--- config.mk ---
export PLATFORM = sky130hd
export DESIGN_NAME = fetch_stage_flat
export DESIGN_NICKNAME = d
export VERILOG_FILES = /design/src/rtl/fetch_stage_if.sv /design/src/rtl/fetch_stage.sv /design/src/flat_wrapper.sv
export SDC_FILE = /design/constraint.sdc
export NUM_CORES = 1
export LEC_CHECK = 0
export CAP_MARGIN = 20
export CORE_MARGIN = 10
export CORE_UTILIZATION = 52
export DETAILED_ROUTE_END_ITERATION = 6
export HOLD_SLACK_MARGIN = 0.08
export PLACE_DENSITY = 0.84
export SYNTH_ARGS = -nofsm -noshare
export SYNTH_HDL_FRONTEND = slang
export SYNTH_SLANG_ARGS = --single-unit
--- constraint.sdc ---
create_clock -name clk -period 2.9 [get_ports clk]
set_clock_uncertainty 0.1 [all_clocks]
set_input_delay 0.725 -clock clk [delete_from_list [all_inputs] [get_ports clk]]
set_output_delay 0.725 -clock clk [all_outputs]
set_load 0.03 [all_outputs]
--- src/rtl/fetch_stage_if.sv ---
`default_nettype none
// ============================================================================
// Module      : fetch_stage_if
// Description : Instruction-memory read handshake (one outstanding request).
// Revision    : 1.0
// ============================================================================
interface fetch_stage_if #(
  parameter int WIDTH = 32
);
  logic             imem_read;
  logic [WIDTH-1:0] imem_address;
  logic [WIDTH-1:0] imem_rdata;
  logic             imem_resp;

  modport master (
    output imem_read,
    output imem_address,
    input  imem_rdata,
    input  imem_resp
  );

  modport slave (
    input  imem_read,
    input  imem_address,
    output imem_rdata,
    output imem_resp
  );
endinterface
`default_nettype wire

--- src/rtl/fetch_stage.sv ---
`default_nettype none
// ============================================================================
// Module      : fetch_stage
// Description : RV32I fetch stage with PC, one-entry skid buffer and redirect.
// Revision    : 1.0
// ============================================================================
module fetch_stage #(
  parameter int               WIDTH     = 32,
  parameter logic [WIDTH-1:0] RESET_PC  = 32'h0000_0060,
  parameter logic [WIDTH-1:0] NOP_INSTR = 32'h0000_0013
) (
  input  wire logic             clk,
  input  wire logic             rst,
  input  wire logic             stall_i,
  input  wire logic             flush_i,
  input  wire logic [WIDTH-1:0] redirect_pc_i,
  fetch_stage_if.master         imem,
  output logic      [WIDTH-1:0] IF_instr_o,
  output logic      [WIDTH-1:0] IF_pc_out_o,
  output logic                  IF_valid_o
);

  typedef enum logic [1:0] {
    ST_FETCH = 2'd0,
    ST_HOLD  = 2'd1,
    ST_DROP  = 2'd2
  } state_t;

  state_t           r_state;
  logic [WIDTH-1:0] r_pc;
  logic [WIDTH-1:0] r_drop_addr;
  logic             r_out_valid;
  logic [WIDTH-1:0] r_out_instr;
  logic [WIDTH-1:0] r_out_pc;
  logic             r_skid_valid;
  logic [WIDTH-1:0] r_skid_instr;
  logic [WIDTH-1:0] r_skid_pc;

  logic             w_slot_free;
  logic [WIDTH-1:0] w_pc_next;
  logic [WIDTH-1:0] w_redirect;

  assign w_slot_free = !r_out_valid || !stall_i;
  assign w_pc_next   = r_pc + WIDTH'(4);
  assign w_redirect  = redirect_pc_i & ~(WIDTH'(3));

  // Read is gated by reset directly so it drops the moment reset asserts
  // and rises in the very cycle reset is released.
  assign imem.imem_read    = rst && (r_state != ST_HOLD);
  assign imem.imem_address = (r_state == ST_DROP) ? r_drop_addr : r_pc;

  assign IF_valid_o  = r_out_valid;
  assign IF_instr_o  = r_out_instr;
  assign IF_pc_out_o = r_out_pc;

  always_ff @(posedge clk or negedge rst) begin
    if (!rst) begin
      r_state      <= ST_FETCH;
      r_pc         <= RESET_PC;
      r_drop_addr  <= '0;
      r_out_valid  <= 1'b0;
      r_out_instr  <= NOP_INSTR;
      r_out_pc     <= '0;
      r_skid_valid <= 1'b0;
      r_skid_instr <= NOP_INSTR;
      r_skid_pc    <= '0;
    end else if (flush_i) begin
      r_out_valid  <= 1'b0;
      r_out_instr  <= NOP_INSTR;
      r_skid_valid <= 1'b0;
      r_pc         <= w_redirect;
      case (r_state)
        ST_FETCH: begin
          // An unanswered request must be drained at its original address.
          if (!imem.imem_resp) begin
            r_state     <= ST_DROP;
            r_drop_addr <= r_pc;
          end else begin
            r_state <= ST_FETCH;
          end
        end
        ST_DROP: begin
          if (imem.imem_resp) r_state <= ST_FETCH;
        end
        default: r_state <= ST_FETCH;
      endcase
    end else begin
      case (r_state)
        ST_FETCH: begin
          if (imem.imem_resp) begin
            r_pc <= w_pc_next;
            if (w_slot_free) begin
              r_out_valid <= 1'b1;
              r_out_instr <= imem.imem_rdata;
              r_out_pc    <= r_pc;
            end else begin
              r_skid_valid <= 1'b1;
              r_skid_instr <= imem.imem_rdata;
              r_skid_pc    <= r_pc;
              r_state      <= ST_HOLD;
            end
          end else if (w_slot_free) begin
            r_out_valid <= 1'b0;
            r_out_instr <= NOP_INSTR;
          end
        end
        ST_HOLD: begin
          if (!stall_i) begin
            r_out_valid  <= r_skid_valid;
            r_out_instr  <= r_skid_valid ? r_skid_instr : NOP_INSTR;
            r_out_pc     <= r_skid_pc;
            r_skid_valid <= 1'b0;
            r_state      <= ST_FETCH;
          end
        end
        ST_DROP: begin
          if (imem.imem_resp) r_state <= ST_FETCH;
        end
        default: r_state <= ST_FETCH;
      endcase
    end
  end

endmodule
`default_nettype wire

--- src/flat_wrapper.sv ---
// flat-port wrapper written by rule: the top's interface ports become plain ports
module fetch_stage_flat 
#(
  parameter int               WIDTH     = 32,
  parameter logic [WIDTH-1:0] RESET_PC  = 32'h0000_0060,
  parameter logic [WIDTH-1:0] NOP_INSTR = 32'h0000_0013
)
  (clk, rst, stall_i, flush_i, redirect_pc_i, IF_instr_o, IF_pc_out_o, IF_valid_o, imem_imem_read, imem_imem_address, imem_imem_rdata, imem_imem_resp);
  fetch_stage_if #(.WIDTH(WIDTH)) imem_i ();
  input  wire logic clk;
  input  wire logic rst;
  input  wire logic stall_i;
  input  wire logic flush_i;
  input  wire logic [WIDTH-1:0] redirect_pc_i;
  output logic      [WIDTH-1:0] IF_instr_o;
  output logic      [WIDTH-1:0] IF_pc_out_o;
  output logic IF_valid_o;
  output wire logic [$bits(imem_i.imem_read)-1:0] imem_imem_read;
  output wire logic [$bits(imem_i.imem_address)-1:0] imem_imem_address;
  input wire logic [$bits(imem_i.imem_rdata)-1:0] imem_imem_rdata;
  input wire logic [$bits(imem_i.imem_resp)-1:0] imem_imem_resp;
  assign imem_imem_read = imem_i.imem_read;
  assign imem_imem_address = imem_i.imem_address;
  assign imem_i.imem_rdata = imem_imem_rdata;
  assign imem_i.imem_resp = imem_imem_resp;
  fetch_stage #(.WIDTH(WIDTH), .RESET_PC(RESET_PC), .NOP_INSTR(NOP_INSTR)) u_core (.clk(clk), .rst(rst), .stall_i(stall_i), .flush_i(flush_i), .redirect_pc_i(redirect_pc_i), .imem(imem_i), .IF_instr_o(IF_instr_o), .IF_pc_out_o(IF_pc_out_o), .IF_valid_o(IF_valid_o));
endmodule
# ---- Word-level counts from Yosys, hierarchy flattened
# Cells that the tools add are included.
dict set report classes {
  bitwise 3
  n_eq_ne 10
  n_addsub 1
  reduce_logical 16
  n_mux 34
}
# cell count
set op_table {}
lappend op_table {{2-to-1 mux 32 bit} 13}
lappend op_table {{case mux 32 bit (2 select lines)} 2}
lappend op_table {{adder 32 x 3 -> 32 bit (second input constant)} 1}
lappend op_table {{2-to-1 mux 2 bit} 6}
lappend op_table {{2-to-1 mux 1 bit} 9}
lappend op_table {{inequality test 3 bit (second input constant)} 3}
lappend op_table {{AND reduction 3 bit} 3}
lappend op_table {{AND reduction 4 bit} 2}
lappend op_table {{case mux 2 bit (3 select lines)} 1}
lappend op_table {{nonzero test 2 bit} 3}
lappend op_table {{AND reduction 5 bit} 1}
lappend op_table {{inequality test 2 x 1 -> 1 bit (second input constant)} 2}
lappend op_table {{inequality test 2 bit (second input constant)} 2}
lappend op_table {{case mux 1 bit (2 select lines)} 2}
lappend op_table {{case mux 2 bit (2 select lines)} 1}
lappend op_table {{inequality test 3 x 2 -> 1 bit (second input constant)} 1}
lappend op_table {{inverter 1 bit} 3}
lappend op_table {{nonzero test 3 bit} 1}
lappend op_table {{== test 2 x 1 -> 1 bit (second input constant)} 1}
lappend op_table {{== test 2 bit (second input constant)} 1}
lappend op_table {{zero test 1 bit} 2}
lappend op_table {{zero test 2 bit} 1}
lappend op_table {{AND reduction 2 bit} 1}
lappend op_table {{logical AND 1 bit} 1}
lappend op_table {{logical OR 1 bit} 1}
dict set report totals {
  in_bits 69
  register_bits 196
  out_inout_bits 98
}

# ---- Logic depth before layout (Yosys ltp)
# Gate-level depths: netlist (run 1).
dict set report logic_depth {
  depth_word 6
  ltp_mapped 7
  ltp_nobuf 5
}

# ---- Least setup slack after synthesis (run 1)
# Ideal clock, no wire load.
dict set report synth_timing {
  kind {flip-flop to output port}
  startpoint {register u_core.r_state[1]}
  endpoint {output port imem_imem_address[21]}
  path_stages_with_launch 6
  t_arrival_ps 1787
  slack_ps 288
  cell_sequence {dfrtp_1 > buf_2 > inv_1 > nor2_1 > clkbuf_1 > mux2_2}
}
dict set report synth_between {
  elab_chain_cells 2
}
# element line_no
set synth_lines {}
lappend synth_lines {{from (decl)} fetch_stage.sv:29} ;# state_t r_state;
lappend synth_lines {{from (signal assigned)} fetch_stage.sv:58} ;# r_state <= ST_FETCH;
lappend synth_lines {{from (signal assigned)} fetch_stage.sv:76} ;# r_state <= ST_DROP;
lappend synth_lines {{from (signal assigned)} fetch_stage.sv:79} ;# r_state <= ST_FETCH;
lappend synth_lines {{== test 2 bit} fetch_stage.sv:50} ;# assign imem.imem_address = (r_state == ST_DROP) ? r_drop_addr : r_pc;
lappend synth_lines {{2-to-1 mux 32 bit} fetch_stage.sv:50}
lappend synth_lines {{to (decl)} flat_wrapper.sv:19} ;# output wire logic [$bits(imem_i.imem_address)-1:0] imem_imem_address;
# Every way passes these cells.

# ---- Final worst setup path (run 1)
dict set report layout_timing {
  startpoint {register u_core.r_state[1]}
  endpoint {output port imem_imem_address[15]}
}
# The elaborated chain is that of the path after synthesis.

==> qor.txt, run 1 <==
Status -> finished, final reports clean
Post-Synthesis Cells -> 778
Worst slack at placement -> -0.0121 ns
Remaining Overflow, GRT -> 0
Drt first pass iters -> 5
Crit path kind -> reg2out
Worst path cell trace -> inv_2 -> nor2_4 -> buf_12 -> buf_4 -> mux2_2 -> buf_4
Synth Flop Type -> dfrtp_1
Vias in the first global route -> 6,783
Total power -> 7.70 mW
Final Instance Area -> 11,200 um2
# placed instances -> 1,117
Hold-fix buffers, CTS -> 0
Largest stage delay, worst path -> 0.36 ns
FF-to-FF setup slack -> 0.63 ns
Cell mode on critical path -> buf_4
Final core utilization -> 67.4%
Worst path bufs/invs -> 4
WP data arrival -> 1.94 ns
Routed wire length -> 22,800 um
Gpl congestion -> 0.822
Max Slew Vio Count -> 0
Total clock buffers created by CTS -> 17
RSZ-0062 raised after global routing -> no
HPWL Detailed -> 15,600 um
I/O pins -> 167
Die width -> 150 um
Via density -> 5.82
Post-synth top area cell -> dfrtp_1
CTS Buffer Depth -> 2
Pin count of the biggest net entering global routing -> 140
Final setup fails -> 0
PwrDens -> 689 nW/um2
Initial Utilization -> 52.9%
Post-Syn Area -> 8770 um2
Rows -> 47
Fraction of layout cells with a size suffix above 1 -> 23.2%
CP max FO -> 16
Number of synthesized flops with an enable pin -> 0
DRT iter0 DRCs -> 541
Ranking of synthesized cells by area -> dfrtp_1, mux2_2, nand2_1
Area grow syn2layout -> 27.5%
FF-to-FF Start -> u_core.r_pc[14]
FF/Latch Area -> 4710 um2
Crit end category -> output port
Avg Cell Area, Syn -> 11.3 um2
Initial antenna violation count -> 2
Antenna diode count -> 0
Sequential cell area fraction in the yosys report -> 53.8%
Worst vdd ir -> 0.421 mV
Setup crit start -> u_core.r_state[1]
Distinct cell type count after synthesis -> 51
Total core area -> 16,600 um2
All-layer global routing usage -> 20.5%
Max-slew headroom -> 48.9%
Multi-input logic area -> 3750 um2
Post-synth top area share -> 51.4%
Routed len/inst -> 19.8 um
CTS clk-pin slew, worst paths -> 0.07 ns
Crit path time final -> 2.76 ns
Number of synthesis warnings -> 0
Max-cap viol count -> 0
Fill count -> 1,247
Critical path's slowest cell -> dfrtp_1
DRC viols -> 0
Fmax -> 362 MHz
DR vias -> 6,696
CTS root buf -> clkbuf_16
Hold Path Class -> in2async
Final nets -> 987
Worst Hold Slack -> 0.335 ns
Clock Latency Late Sink -> 0.43 ns
Post-route ant nets -> 0
Lkg Pwr -> 4.50 nW
Count of final hold-check violations -> 0
Final Cycle Share -> 95.3%
TNS Setup -> 0 ns
Port bufs -> 160
Global-route wire length before repair -> 36,400 um
CP required -> 2.08 ns
Final WS setup -> 0.137 ns
CTS tree -> built
Final Instance Count excl. Fillers -> 1,150
Slew @ Worst Pin -> 0.767 ns
Worst setup SP type -> flip-flop
H-tree levels -> 4
Post-synthesis register bit count -> 188
Dpl cell area -> 10,600 um2
Clk sinks -> 188
CP delay by family, top -> buffers and inverters
FFs w/ async S/R, synth -> 100%
Die area -> 22,500 um2
Die extent in y -> 150 um
## power by group
group	leakage [nW]	switching (mW)	internal, mW
Sequential	2.29	0.364	3.22
Combinational	1.96	1.03	0.955
Clock	0.246	0.991	1.15
Total	4.50	2.38	5.32
## sequential cells by signal, indices dropped and copies added (netlist names)
signal	flops
u_core.r_state	2
u_core.r_skid_instr	32
u_core.IF_instr_o	32
u_core.r_drop_addr	30
u_core.r_skid_pc	30
u_core.r_pc	30
u_core.IF_pc_out_o	30
u_core.IF_valid_o	1
u_core.r_skid_valid	1
## cells in the mapped netlist (2+ instances only)
cell       number
dfrtp_1       180
mux2_2        116
nand2_1        88
o21ai_0        53
clkbuf_1       43
o31ai_1        42
nor2_1         33
a32oi_1        29
mux2i_1        25
a31oi_1        18
buf_2          17
nand3_1        13
nand4_1        13
or4_1          13
a21oi_1        10
dfstp_2         8
inv_1           8
and3_1          7
xnor2_1         7
buf_4           4
nor2b_1         4
nor3_1          4
a21o_1          3
and2_1          3
nor4_1          3
o22ai_1         3
xor2_1          3
a22oi_1         2
buf_1           2
nand4bb_1       2
or3_1           2
## routing by layer
layer  part of all wire [%]  GRT usage, %  up-vias
met4                    1.5          5.64        2
li1                       -             -     3116
met1                     40          25.1     3335
met3                    9.7          8.79       28
met2                     48          32.3      215
met5                  0.057             0        -
## worst paths after layout
path,end,cells after the start
setup reg to reg,u_core.r_pc[25],4
hold / removal,u_core.r_skid_instr[15],2
max in group asynchronous,u_core.r_skid_pc[8],2
min in group clk,u_core.IF_instr_o[13],2
setup / recovery,imem_imem_address[15],6
hold reg to reg,u_core.IF_instr_o[13],2
## cell usage in the layout, fill, tap and decap left out, types with 17 or more instances in the layout
master	instances
nor2_1	31
buf_4	37
mux2_2	116
clkdlybuf4s50_1	127
o21ai_0	50
mux2i_1	25
dfrtp_1	180
a31oi_1	18
a32oi_1	29
clkbuf_16	17
nand2_1	88
o31ai_1	42
## repair_timing
item / CTS / global route
pin swaps: 1 / 0
buffers inserted: 3 / 0
resized for setup: 11 / 2
setup endpoints to repair: 24 / 19
## logic make-up (layout without fill, tap and decap cells)
group	count (synthesis)	after routing	share of synthesized area (%)
AO/OA/AOI/OAI	164	164	12.4
XOR/XNOR	10	10	0.999
adder cells (fa/ha/maj)	1	1	0.143
buffers and inverters	78	227	3.98
flip-flops	188	188	53.8
multiplexers	141	141	17.8
other	1	4	0.0428
AND/OR/NAND/NOR	195	195	10.9
## area by class of cell
cell class	count	area share [%]
clock buffer	23	4.19
clock inverter	9	0.616
inverter	9	0.302
multi-input combinational	515	33.6
sequential	188	42.2
tap	220	2.46
timing repair buffer	186	16.7
(Power assumes the default switching activity.)
==> run 2: changes to the inputs <==
--- a/config.mk
+++ b/config.mk
@@ -10,7 +10,7 @@
 export CORE_UTILIZATION = 52
 export DETAILED_ROUTE_END_ITERATION = 6
 export HOLD_SLACK_MARGIN = 0.08
-export PLACE_DENSITY = 0.84
+export PLACE_DENSITY_LB_ADDON = 0.25
 export SYNTH_ARGS = -nofsm -noshare
 export SYNTH_HDL_FRONTEND = slang
 export SYNTH_SLANG_ARGS = --single-unit
==> run 2 against run 1 <==
Critical path depth grew 1; via count grew 0.78%; sequential share of layout area shrank 0.27 points; first-iteration DRC count shrank 23%.
==> qor.txt, run 2 (synthesis gave the netlist of run 1 again) <==
Clock Latency Late Sink -> 0.43 ns
DR vias -> 6,748
Crit path time final -> 2.80 ns
Initial Utilization -> 52.9%
Sequential power share -> 44.9%
CP delay by family, top -> buffers and inverters
Max-cap viol count -> 0
Most common cell after layout, fill and taps aside -> dfrtp_1
Area grow syn2layout -> 28.3%
Clock power share -> 30.4%
Crit path kind -> reg2out
Max Slew Vio Count -> 0
Rows -> 47
Die extent in y -> 150 um
Worst slack at placement -> -0.0670 ns
Fill count -> 1,228
I/O pins -> 167
Die width -> 150 um
FF/Latch Area -> 4710 um2
Final Instance Area -> 11,300 um2
Combinational Power Share -> 24.7%
Commonest cells after routing, fill and taps aside -> dfrtp_1, clkdlybuf4s50_1, mux2_2
Final Cycle Share -> 96.5%
Global-route wire length before repair -> 37,300 um
Dpl cell area -> 10,600 um2
Total clock buffers created by CTS -> 17
Total power -> 8.03 mW
WP data arrival -> 1.97 ns
Worst path bufs/invs -> 5
Final setup fails -> 0
PwrDens -> 713 nW/um2
Worst path cell trace -> inv_1 -> nor2_4 -> buf_12 -> buf_4 -> buf_4 -> mux2_2 -> buf_4
Slew @ Worst Pin -> 0.579 ns
DRC viols -> 0
Worst setup SP type -> flip-flop
Routed len/inst -> 20.1 um
CTS Buffer Depth -> 2
Fmax -> 357 MHz
RSZ-0062 raised after global routing -> no
Antenna diode count -> 0
CTS tree -> built
Gpl congestion -> 0.799
All-layer global routing usage -> 20.7%
Port bufs -> 160
Max-slew headroom -> 61.4%
Hold-fix buffers, CTS -> 0
Initial antenna violation count -> 2
HPWL Detailed -> 16,100 um
Vias in the first global route -> 7,111
Post-route ant nets -> 0
Critical path's slowest cell -> dfrtp_1
CTS clk-pin slew, worst paths -> 0.06 ns
Via density -> 5.89
Crit end category -> output port
H-tree levels -> 4
Cell mode on critical path -> buf_4
Worst vdd ir -> 0.447 mV
Fraction of layout cells with a size suffix above 1 -> 23.0%
Sw power -> 2.40 mW
Count of final hold-check violations -> 0
Die area -> 22,500 um2
Net Sw Frac -> 29.9%
Final WS setup -> 0.101 ns
Final Instance Count excl. Fillers -> 1,146
Largest stage delay, worst path -> 0.35 ns
Internal -> 5.63 mW
Drt first pass iters -> 4
Remaining Overflow, GRT -> 0
Multi-input logic area -> 3750 um2
Clk sinks -> 188
DRT iter0 DRCs -> 417
Final core utilization -> 67.8%
CP required -> 2.08 ns
CP max FO -> 13
# placed instances -> 1,113
Lkg Pwr -> 4.54 nW
Status -> finished, final reports clean
Final nets -> 985
Routed wire length -> 23,100 um
Hold Path Class -> in2async
CTS root buf -> clkbuf_16
Pin count of the biggest net entering global routing -> 104
Total core area -> 16,600 um2
run 2: cell count changes in the layout (fill, tap and decap cells not counted), sizes merged:
cell,change
buf,-3
bufinv,+4
clkbuf,-4
clkinv,+1
clkinvlp,-3
dlygate4sd2,+1
run 2: worst reg2reg max path, delay by kind of cell, from the launching register on:
kind	cells	cell delay (ns)
simple gates	3	1.44
compound gates	1	0.19
flops	1	0.50
run 2: path summary, 6_finish.rpt:
| check | from | endpoint | slack (ns) | cells after the start |
|---|---|---|---|---|
| max | u_core.r_state[1] | imem_imem_address[3] | 0.10 | 7 |
| min | rst | u_core.IF_pc_out_o[5] | 0.29 | 2 |
| max reg2reg | u_core.r_pc[9] | u_core.r_pc[29] | 0.59 | 4 |
| min reg2reg | u_core.IF_instr_o[2] | u_core.IF_instr_o[2] | 0.38 | 2 |
| max in group asynchronous | rst | u_core.r_skid_instr[4] | 1.75 | 3 |
| min in group clk | u_core.IF_instr_o[2] | u_core.IF_instr_o[2] | 0.38 | 2 |
run 2: routing by layer:
layer | up-vias | track usage [%] | wire length, um
met4 | 2 | 7.24 | 427
met1 | 3390 | 24.5 | 9250
met2 | 209 | 34.6 | 11400
li1 | 3112 | - | -
met3 | 35 | 6.88 | 1930
met5 | - | 0 | 18
run 2: cell type report:
cell class,instances,area share [%]
clock buffer,19,3.94
inverter,9,0.300
sequential,188,41.9
multi-input combinational,515,33.4
tap,220,2.45
timing repair buffer,184,16.6
clock inverter,11,1.49
run 2: power by group through the flow:
stage	Combinational, mW	Clock [mW]	Sequential [mW]
6_report	1.98	2.44	3.60
5_1_grt	2.14	2.57	3.68
4_1_cts	2.01	2.48	3.60
3_5_place_dp	2.01	0	3.64
2_1_floorplan	0.988	0	3.78
3_3_place_gp	1.95	0	3.59
run 2: timing repair:
| action | CTS | global route |
|---|---|---|
| pin swaps | 1 | 0 |
| setup endpoints to repair | 23 | 10 |
| hold endpoints to repair | 0 | 0 |
| buffers inserted | 2 | 0 |
| gates resized for setup | 10 | 1 |
run 2: through the flow:
stage	TNS [ns]	hold WS (ns)
after floorplan	0	0.329
after global placement	0	0.361
after detailed placement	-0.224	0.369
after CTS	0	0.336
after global routing	0	0.324
final	0	0.294
==> run 3: changes to the inputs <==
--- a/config.mk
+++ b/config.mk
@@ -7,10 +7,11 @@
 export LEC_CHECK = 0
 export CAP_MARGIN = 20
 export CORE_MARGIN = 10
-export CORE_UTILIZATION = 52
+export CORE_UTILIZATION = 40
 export DETAILED_ROUTE_END_ITERATION = 6
 export HOLD_SLACK_MARGIN = 0.08
 export PLACE_DENSITY_LB_ADDON = 0.25
+export SLEW_MARGIN = 30
 export SYNTH_ARGS = -nofsm -noshare
 export SYNTH_HDL_FRONTEND = slang
 export SYNTH_SLANG_ARGS = --single-unit
==> run 3 against run 2 <==
Combinational power barely moved; non-clock buffer count rose by 7; sequential share of layout area fell by 0.28 points; wire length rose by 0.25%; setup slack improved by 0.030 ns; largest cell class unchanged.
==> qor.txt, run 3 (synthesis gave the netlist of run 1 again) <==
Status -> finished, final reports clean
Rows -> 54
Initial antenna violation count -> 3
Routed len/inst -> 19.0 um
Worst setup SP type -> flip-flop
Final core utilization -> 52.2%
FF/Latch Area -> 4710 um2
H-tree levels -> 4
CTS clk-pin slew, worst paths -> 0.07 ns
Total clock buffers created by CTS -> 17
CTS tree -> built
Routed wire length -> 23,100 um
CP max FO -> 10
Max-slew headroom -> 50.9%
Die width -> 168 um
Via density -> 5.31
Die area -> 28,200 um2
Sink of the worst hold path -> u_core.IF_pc_out_o[25]
Vias in the first global route -> 6,653
Crit end category -> output port
RSZ-0062 raised after global routing -> no
HPWL Detailed -> 16,300 um
Count of final hold-check violations -> 0
Worst hold path depth -> 2
Global-route wire length before repair -> 37,100 um
Drt first pass iters -> 5
Cell mode on critical path -> buf_4
Critical path's slowest cell -> mux2_2
Clk sinks -> 188
Die extent in y -> 168 um
Port bufs -> 160
Initial Utilization -> 40.4%
CTS root buf -> clkbuf_16
WP data arrival -> 1.94 ns
Post-route ant nets -> 0
HP Start -> u_core.IF_pc_out_o[25]
Commonest cells after routing, fill and taps aside -> dfrtp_1, clkdlybuf4s50_1, mux2_2
Critical R2R Capture -> u_core.r_pc[29]
FF-to-FF Start -> u_core.r_pc[8]
FF-to-FF setup slack -> 0.64 ns
DR vias -> 6,465
DRC viols -> 0
CP required -> 2.08 ns
Worst reg2reg path depth -> 4
Total power -> 7.86 mW
Worst vdd ir -> 0.369 mV
DRT iter0 DRCs -> 313
Worst path cell trace -> inv_1 -> nor2_4 -> buf_12 -> buf_4 -> mux2_2 -> buf_4
Most common cell after layout, fill and taps aside -> dfrtp_1
Fill count -> 1,951
Area grow syn2layout -> 29.2%
I/O pins -> 167
Final Cycle Share -> 95.5%
Crit path time final -> 2.77 ns
Gpl congestion -> 0.752
Hold Path Class -> reg2reg
Max Slew Vio Count -> 0
PwrDens -> 694 nW/um2
CTS Buffer Depth -> 2
Pin count of the biggest net entering global routing -> 79
Clock Latency Late Sink -> 0.42 ns
Final setup fails -> 0
Remaining Overflow, GRT -> 0
Fraction of layout cells with a size suffix above 1 -> 23.5%
Crit path kind -> reg2out
Multi-input logic area -> 3750 um2
Lkg Pwr -> 4.54 nW
Final nets -> 992
Largest stage delay, worst path -> 0.37 ns
Fmax -> 361 MHz
Total core area -> 21,700 um2
Slew @ Worst Pin -> 0.736 ns
All-layer global routing usage -> 16.3%
Max-cap viol count -> 0
run 3: cell count changes in the layout (fill, tap and decap cells not counted), moves of 3 or more:
cell and change:
buf_4 +9, clkbuf_1 +3, clkinvlp_4 +3, diode_2 +3
run 3: per-layer routing:
layer  wire, um  up-vias  global-route usage [%]
met5          0        -                       0
met4        155        0                    3.29
met3       2070       13                    7.12
met2      10900      142                    26.1
met1      10000     3185                    19.9
li1           -     3125                       -
run 3: what timing repair did:
action,in CTS,in global routing
setup buffers,1,0
cloned,0,0
pin swaps,1,0
setup endpoints to repair,19,10
hold buffers,1,0
endpoints found under the hold margin,4,0
gates resized for setup,8,3
run 3: power breakdown:
| part | switching (mW) | internal, mW | leakage, nW |
|---|---|---|---|
| clock | 0.998 | 1.32 | 0.266 |
| sequential | 0.345 | 3.22 | 2.29 |
| combinational | 1.02 | 0.959 | 1.98 |
| total | 2.36 | 5.50 | 4.54 |
run 3: through the flow:
stage / cell area (um2) / hold slack, ns / cells / setup slack, ns / setup TNS (ns)
floorplan: 8780 / 0.329 / 781 / 0.288 / 0
global placement: 10700 / 0.359 / 1180 / -0.0238 / -0.0238
detailed placement: 10700 / 0.366 / 1181 / -0.0440 / -0.467
CTS: 11300 / 0.382 / 1215 / 0.0614 / 0
global route: 11300 / 0.401 / 1215 / 0.0150 / 0
finish: 11300 / 0.376 / 1218 / 0.131 / 0
run 3: worst max path at each step:
stage	startpoint	endpoint	slack, ns	depth (start not counted)
6_report	u_core.r_state[1]	imem_imem_address[5]	0.13	6
5_1_grt	u_core.r_state[1]	imem_imem_address[5]	0.02	6
4_1_cts	u_core.r_state[1]	imem_imem_address[13]	0.06	6
3_5_place_dp	imem_imem_resp	u_core.r_pc[23]	-0.04	5
3_3_place_gp	imem_imem_resp	u_core.r_pc[23]	-0.02	5
2_1_floorplan	u_core.r_state[1]	imem_imem_address[21]	0.29	5
run 3: area by class of cell:
class	instances	share of cell area, %
antenna	3	0.0663
timing repair buffer	191	16.7
clock inverter	9	0.983
inverter	9	0.298
clock buffer	23	4.13
sequential	188	41.6
tap	280	3.09
multi-input combinational	515	33.1
run 3: critical path, delay by kind of cell, from the launching register on:
kind | cells | cell delay [ns]
buf+inv | 4 | 0.66
mux | 1 | 0.37
flops | 1 | 0.34
simple gates | 1 | 0.15
